`src/rtl/sprite_move_ctrl.sv`:
```
// rtl/sprite_move_ctrl.sv - keyboard-driven sprite mover with collision-checked probe/verdict handshake
module sprite_move_ctrl #(
    parameter int X_CENTER = 320,
    parameter int Y_CENTER = 240,
    parameter int X_MIN    = 0,
    parameter int X_MAX    = 639,
    parameter int Y_MIN    = 0,
    parameter int Y_MAX    = 479,
    parameter int SIZE     = 30,
    parameter int STEP     = 2,
    parameter int REPEAT   = 4,
    parameter int TIMEOUT  = 15
) (
    input  logic       frame_clk,
    input  logic       Reset,
    input  logic [7:0] keycode,
    output logic       probe_valid,
    input  logic       probe_ready,
    output logic [9:0] probe_x,
    output logic [9:0] probe_y,
    input  logic       verdict_valid,
    input  logic       collision,
    output logic [9:0] spriteX,
    output logic [9:0] spriteY,
    output logic [1:0] dir,
    output logic       blocked,
    output logic       busy
);

    localparam int RW = (REPEAT  < 1) ? 1 : $clog2(REPEAT + 1);
    localparam int TW = $clog2(TIMEOUT + 2);

    localparam logic signed [10:0] C_STEP = 11'(STEP);
    localparam logic signed [10:0] C_X_LO = 11'(X_MIN + SIZE);
    localparam logic signed [10:0] C_X_HI = 11'(X_MAX - SIZE);
    localparam logic signed [10:0] C_Y_LO = 11'(Y_MIN + SIZE);
    localparam logic signed [10:0] C_Y_HI = 11'(Y_MAX - SIZE);

    typedef enum logic [1:0] {
        S_IDLE,
        S_PROBE,
        S_WAIT,
        S_COMMIT
    } state_t;

    state_t          r_state;
    logic [7:0]      r_key;
    logic [RW-1:0]   r_rep;
    logic [TW-1:0]   r_to;

    logic signed [10:0] w_cx;
    logic signed [10:0] w_cy;
    logic signed [10:0] w_nx;
    logic signed [10:0] w_ny;
    logic signed [10:0] w_cand_x;
    logic signed [10:0] w_cand_y;
    logic               w_key_ok;
    logic [1:0]         w_key_dir;
    logic               w_trigger;
    logic               w_stuck;

    assign w_cx = $signed({1'b0, spriteX});
    assign w_cy = $signed({1'b0, spriteY});

    // Decode the key into a direction and an unclamped one-axis step
    always_comb begin
        w_key_ok  = 1'b1;
        w_key_dir = 2'd0;
        w_nx      = w_cx;
        w_ny      = w_cy;
        case (keycode)
            8'h04: begin w_key_dir = 2'd0; w_nx = w_cx - C_STEP; end
            8'h07: begin w_key_dir = 2'd1; w_nx = w_cx + C_STEP; end
            8'h16: begin w_key_dir = 2'd2; w_ny = w_cy + C_STEP; end
            8'h1A: begin w_key_dir = 2'd3; w_ny = w_cy - C_STEP; end
            default: w_key_ok = 1'b0;
        endcase
    end

    // Signed clamp keeps the sprite fully on screen; no wrap at 0 or 1023
    assign w_cand_x = (w_nx < C_X_LO) ? C_X_LO : ((w_nx > C_X_HI) ? C_X_HI : w_nx);
    assign w_cand_y = (w_ny < C_Y_LO) ? C_Y_LO : ((w_ny > C_Y_HI) ? C_Y_HI : w_ny);

    assign w_trigger = w_key_ok && ((keycode != r_key) || (r_rep == '0));
    assign w_stuck   = (w_cand_x[9:0] == spriteX) && (w_cand_y[9:0] == spriteY);

    // Move FSM: trigger, offer candidate, await verdict, commit position
    always_ff @(posedge frame_clk or posedge Reset) begin
        if (Reset) begin
            r_state     <= S_IDLE;
            r_key       <= 8'h00;
            r_rep       <= '0;
            r_to        <= '0;
            spriteX     <= 10'(X_CENTER);
            spriteY     <= 10'(Y_CENTER);
            probe_x     <= 10'd0;
            probe_y     <= 10'd0;
            probe_valid <= 1'b0;
            dir         <= 2'd0;
            blocked     <= 1'b0;
            busy        <= 1'b0;
        end else begin
            blocked <= 1'b0;
            if (r_rep != '0) begin
                r_rep <= r_rep - RW'(1);
            end
            case (r_state)
                S_IDLE: begin
                    if (!w_key_ok) begin
                        // Releasing the key lets the same key retrigger at once
                        r_key <= 8'h00;
                    end else if (w_trigger) begin
                        r_key <= keycode;
                        dir   <= w_key_dir;
                        r_rep <= RW'(REPEAT - 1);
                        if (w_stuck) begin
                            blocked <= 1'b1;
                        end else begin
                            probe_x     <= w_cand_x[9:0];
                            probe_y     <= w_cand_y[9:0];
                            probe_valid <= 1'b1;
                            busy        <= 1'b1;
                            r_state     <= S_PROBE;
                        end
                    end
                end
                S_PROBE: begin
                    if (probe_ready) begin
                        probe_valid <= 1'b0;
                        r_to        <= '0;
                        r_state     <= S_WAIT;
                    end
                end
                S_WAIT: begin
                    if (verdict_valid && !collision) begin
                        r_state <= S_COMMIT;
                    end else if (verdict_valid || (r_to == TW'(TIMEOUT))) begin
                        blocked <= 1'b1;
                        busy    <= 1'b0;
                        r_state <= S_IDLE;
                    end else begin
                        r_to <= r_to + TW'(1);
                    end
                end
                S_COMMIT: begin
                    spriteX <= probe_x;
                    spriteY <= probe_y;
                    busy    <= 1'b0;
                    r_state <= S_IDLE;
                end
                default: r_state <= S_IDLE;
            endcase
        end
    end

endmodule

```
`config.mk`:
```
export PLATFORM = sky130hd
export DESIGN_NAME = sprite_move_ctrl
export DESIGN_NICKNAME = d
export VERILOG_FILES = /design/src/rtl/sprite_move_ctrl.sv
export SDC_FILE = /design/constraint.sdc
export NUM_CORES = 1
export LEC_CHECK = 0
export CORE_ASPECT_RATIO = 1.75
export CORE_MARGIN = 3
export CORE_UTILIZATION = 57
export DETAILED_ROUTE_END_ITERATION = 6
export PLACE_DENSITY = 0.82
export REMOVE_ABC_BUFFERS = 1
export SYNTH_ARGS = -nofsm -noshare
export SYNTH_HDL_FRONTEND = slang
export SYNTH_SLANG_ARGS = --single-unit
export TNS_END_PERCENT = 10
```
`constraint.sdc`:
```
create_clock -name frame_clk -period 5.6 [get_ports frame_clk]
set_clock_uncertainty 0.15 [all_clocks]
set_input_delay 1.12 -clock frame_clk [delete_from_list [all_inputs] [get_ports frame_clk]]
set_output_delay 1.12 -clock frame_clk [all_outputs]
set_load 0.03 [all_outputs]
```
## Word-level counts from Yosys, hierarchy flattened

Index checks and enable logic that the tools add are counted.

- Bits of input ports: 13
- Output and inout bits: 45
- Word-level logic and storage cells: 102
- Register bits: 63

- Order comparisons: 4
- Reduce and logical (&&, ||, !) cells: 20
- Mux-type cells: 39
- Add/subtract/negate cells: 6
- Bitwise logic cells: 1
- Eq/ne operators: 20

Operators by type and width:

| operator | count |
|---|---|
| one-hot mux 11 bit (2 select lines) | 2 |
| 2-to-1 mux 10 bit | 4 |
| adder 10 x 2 -> 11 bit (second input constant) | 2 |
| < comparator 11 x 6 -> 1 bit (second input constant) | 2 |
| subtractor 10 x 2 -> 11 bit (second input constant) | 2 |
| == test 10 bit | 2 |
| == test 8 x 3 -> 1 bit (second input constant) | 2 |
| == test 8 x 5 -> 1 bit (second input constant) | 2 |
| 2-to-1 mux 8 bit | 2 |
| 2-to-1 mux 5 bit | 3 |
| != test 2 bit (second input constant) | 7 |
| 2-to-1 mux 1 bit | 12 |
| 2-to-1 mux 2 bit | 6 |
| 2-to-1 mux 3 bit | 4 |
| greater-than comparator 11 x 10 -> 1 bit (second input constant) | 1 |
| greater-than comparator 11 bit (second input constant) | 1 |
| one-hot mux 5 bit (2 select lines) | 1 |
| AND reduction 5 bit | 2 |
| != test 8 bit | 1 |
| one-hot mux 2 bit (4 select lines) | 1 |
| AND reduction 4 bit | 2 |
| one-hot mux 2 bit (3 select lines) | 1 |
| AND reduction 6 bit | 1 |
| nonzero test 3 bit | 2 |
| other kinds (19) | 25 |

## Longest topological paths before layout

- Depth in word-level cells: 11
- Depth in mapped cells: 20
- Gate-level depth less buffers: 16

## Least setup slack after synthesis

Ideal clock, no wire load.

- Path type: input to register
- Start: input keycode[0]
- End: register probe_x[7]
- Setup slack: -0.242 ns
- Arrival: 5.566 ns
- Stages on the path: 20
- Buffers on the path: 4
- Library setup time: 0.125 ns
- Cells stage by stage: buf_2 and3b_1 nand2_1 clkbuf_1 nor2_1 xnor2_1 ha_1 or4_1 or3_1 buf_2 mux2_2 xnor2_2 o21a_1 a211oi_2 nor2_2 or2_1 a2111oi_4 a21oi_2 buf_6 mux2_4

- Word-level cells in the longest chain between the ends: 9
- Elaborated cells on any way between the ends: 24

RTL lines:

| what | line | source |
|---|---|---|
| start, declared | 16 | `input logic [7:0] keycode,` |
| == test 8 x 3 -> 1 bit / == test 8 x 5 -> 1 bit (equally long branches) | 71 | `case (keycode)` |
| one-hot mux 11 bit (2 select lines) | 71 |  |
| greater-than comparator 11 bit / greater-than comparator 11 x 10 -> 1 bit (equally long branches) | 81, 82 |  |
| 2-to-1 mux 10 bit, on equally long branches (2 in a row) | 81, 82 |  |
| == test 10 bit | 85 | `assign w_stuck = (w_cand_x[9:0] == spriteX) && (w_cand_y[9:0] == spriteY);` |
| logical AND 1 bit | 85 |  |
| inverter 1 bit (no line) | n/a |  |
| AND reduction 4 bit (no line) | n/a |  |
| end signal, assigned | 119 | `probe_x <= w_cand_x[9:0];` |
| end, declared | 19 | `output logic [9:0] probe_x,` |

Several ways; a longest one is shown, not always the timed one.
A chain may end at the register's enable or synchronous reset.

## Final worst setup path

- Start: input keycode[7]
- End: register probe_y[7]

- Word-level cells in the longest chain between the ends: 9
- Elaborated cells on any way between the ends: 24

RTL lines:

| what | line | source |
|---|---|---|
| == test 8 x 3 -> 1 bit / == test 8 x 5 -> 1 bit (equally long branches) | 71 |  |
| one-hot mux 11 bit (2 select lines) | 71 |  |
| greater-than comparator 11 bit / greater-than comparator 11 x 10 -> 1 bit (equally long branches) | 81, 82 |  |
| 2-to-1 mux 10 bit, on equally long branches (2 in a row) | 81, 82 |  |
| == test 10 bit | 85 |  |
| logical AND 1 bit | 85 |  |
| inverter 1 bit (no line) | n/a |  |
| AND reduction 4 bit (no line) | n/a |  |
| end signal, assigned | 120 | `probe_y <= w_cand_y[9:0];` |
| end, declared | 20 | `output logic [9:0] probe_y,` |

Several ways; a longest one is shown, not always the timed one.

==> impl_metrics.ini <==
[synthesis]
synth.area.mux_share = 0.118
synth_cells = 531
synth_top_family_by_area = compound AO/OA/AOI/OAI gates
synth_top_cell_area_share = 0.292
yosys.cell_types.count = 87
syn_area_mm2 = 0.00489
ys_seq_elements = 63
postSynth.asyncResetShare = 1.00
synth.area.top_cells = dfrtp_1 (29%), mux2_2 (5.1%), mux2_4 (4.6%)
synth_edf_count = 0
yosysTopAreaCell = dfrtp_1
synth.avg_cell_area_um2 = 9.21
synth.top_cells.by_count = dfrtp_1 (57), nand2_1 (39), o21ai_0 (31)
synth_most_common_cell = dfrtp_1
synthFlopType = dfrtp_1
yosys.area_share.adder = 0.0425
yosysSeqAreaShare = 0.324
yosys.area_share.simple = 0.201
synth-compound-area-share = 0.217
synthXorXnorAreaFrac = 0.0535
ys.warnings.count = 0

[sta]
slew_violations = 0
maxSlewHeadroom = 0.227
fin_crit_sh = 0.981
hold_ws_ns = 0.344
setup_viol = 0
finalHoldViolations = 0
period_needed_ns = 5.49
max_freq_mhz = 182
tightestPinTransition_ns = 1.15
rsz0062_at_grt = yes

[floorplanning]
num_io_pins = 58
fp.dieH_um = 129
core-area_mm2 = 0.00831
die-area_mm2 = 0.00977
rows = 44
die-width_um = 76.0
start_util = 0.588

[grt]
grt_pass1_vias = 5466
grt_max_degree = 64
grt_use_total = 0.353
antenna_found_initial = 0
grt_pass1_wl_mm = 27.1
grt_remaining_overflow = 0

[layout]
final_nets = 714
area_delta_synth_final_pct = 41.1
fillerInstances = 480
drive_gt1_frac = 0.335
diodes = 0

[clock_network]
clkTransAtPathRegs_ns = 0.06
clock-root-buffer = clkbuf_16
cts_buffers = 9
cts.sinks = 63
htree_levels = 3
clockBufferDepth = 2
cts_tree = yes
clock_latency_ns = 0.34

[setup_path]
r2r_slack_ns = 0.83
worst_path_largest_cell_delay_ns = 0.44
cp_num_cells = 21
worstReg2RegEnd = probe_y[7]
slowest_stage = a2111o_1
crit_path_max_fanout = 9
setup.worst_path.class = in -> reg
cp_top_family = compound AO/OA/AOI/OAI gates
crit_path_frequent_cell = buf_4
reg2reg_depth = 17
crit_arrival_ns = 5.55
start_kind = input pin
crit_end = probe_y[7]
critPathBufInv = 6
timing.rr.start = spriteY[2]
worstPathCellList = dlygate4sd2_1, or3_4, nor3_4, nand3_4, buf_4, ha_1, a211oi_2, buf_4, o211a_1, o211ai_1, buf_4, a21oi_2, buf_4, o2bb2ai_1, nand2_1, xnor2_1, a2111o_1, a2111oi_4, a21oi_4, buf_12, mux2_1
startpoint = keycode[7]
end_kind = flip-flop
cp.required_ns = 5.66

[status]
status = complete, no violations

[routing]
drt-vias-per-instance = 6.47
drcViolationCount = 0
ant_nets = 0
totalWireLength_mm = 17.3
num_vias = 5212
first_pass_iters = 5
drt_iter0_drc = 478
post_drt_wl_per_cell_um = 21.5

[min_path]
hold_path_class = reg -> reg
hold_path_depth = 1

[power]
vdd_drop_max_v = 0.000367
power.total_uw = 2650
power.density_mw_per_mm2 = 385
p_leak_uw = 0.00301

[place]
dp_hpwl_mm = 11.7
gp_congestion = 1.02
numPortBuffers = 57

[job]
maxCapViolCount = 0
[power by group]
part	total, uW	internal [uW]	switching [uW]
registers	674	544	130
logic	1390	686	708
clock network	585	359	226
[flip-flops by register name, indices dropped and copies added (netlist names)]
register	flops
r_to	5
probe_x	10
busy	1
spriteY	10
r_state	2
r_rep	3
spriteX	10
r_key	8
blocked	1
probe_valid	1
probe_y	10
dir	2
[metrics by stage]
step | instances | util | instance area [um^2] | worst slack (ns) | setup TNS (ns)
CTS | 799 | 0.813 | 6760 | 0.00887 | 0
global route | 805 | 0.830 | 6900 | -0.0874 | -1.32
finish | 805 | 0.830 | 6900 | 0.107 | 0
detailed placement | 767 | 0.743 | 6170 | -0.609 | -12.99
global placement | 767 | 0.743 | 6170 | -0.600 | -12.97
floorplan | 503 | - | 4760 | -0.515 | -10.06
[worst reg2reg max path, delay by kind of cell (launching register included)]
kind | cells | cell delay [ns]
AOI/OAI and AO/OA | 5 | 1.27
xor gates and xnor gates | 2 | 0.42
adders and majority gates | 1 | 0.18
buffers and inverters | 4 | 0.73
DFF | 1 | 0.64
muxes | 1 | 0.31
and+or+nand+nor | 4 | 0.93
[logic make-up after synthesis]
logic type / count (synthesis)
flip-flops: 63
XOR/XNOR: 29
multiplexers: 46
AO/OA/AOI/OAI: 148
adder cells (fa/ha/maj): 16
AND/OR/NAND/NOR: 180
buffers and inverters: 49
[per-layer routing]
layer  up-vias  routed length (um)  global-route usage
li1       2279                   -                   -
met5         -                   0                   0
met2       316                9090               0.663
met3       130                 962              0.0567
met4         0                1520               0.261
met1      2487                5760               0.346
[final cells by class]
| type | instances | area [um^2] | share of cell area |
|---|---|---|---|
| clock buffers | 10 | 239 | 0.0346 |
| clock inverters | 6 | 68.8 | 0.00997 |
| inverters | 21 | 78.8 | 0.0114 |
| multi-input cells | 419 | 3310 | 0.480 |
| flip-flops and latches | 63 | 1580 | 0.230 |
| well taps | 115 | 144 | 0.0209 |
| repair buffers | 171 | 1470 | 0.213 |
[placed cells by master (no fill, tap or decap), drive strengths merged, types with 5 or more instances in the layout]
cell and count:
inv 22, nor3 15, dfrtp 57, or3 11, mux2i 6, a21oi 28, clkdlybuf4s50 53, nand2b 5
or4 7, buf 113, dfstp 6, clkbuf 11, mux2 40, nand3 18, nand3b 6, o21ai 34
xor2 8, nor2b 7, or2 5, a31oi 5, a22o 5, xnor2 21, nor2 30, a2111oi 5
ha 15, o211ai 7, nand2 40, and2 8, o21a 6, o22ai 6, a21o 7, a211oi 7
nand4 7
[what timing repair did]
| action | 4_1_cts | 5_1_grt |
|---|---|---|
| hold buffers | 0 | 0 |
| pin swaps | 18 | 19 |
| resized for setup | 28 | 25 |
| setup endpoints to repair | 23 | 23 |
| setup buffers | 15 | 5 |
| gates cloned | 1 | 1 |
[worst min-delay path by stage]
stage	from	endpoint	slack, ns
final	busy	busy	0.34
after CTS	busy	busy	0.34
after global placement	r_to[4]	r_to[4]	0.32
after detailed placement	busy	busy	0.32
after global routing	probe_valid	probe_valid	0.37
after floorplan	r_to[4]	r_to[4]	0.30
(Power assumes the default switching activity.)
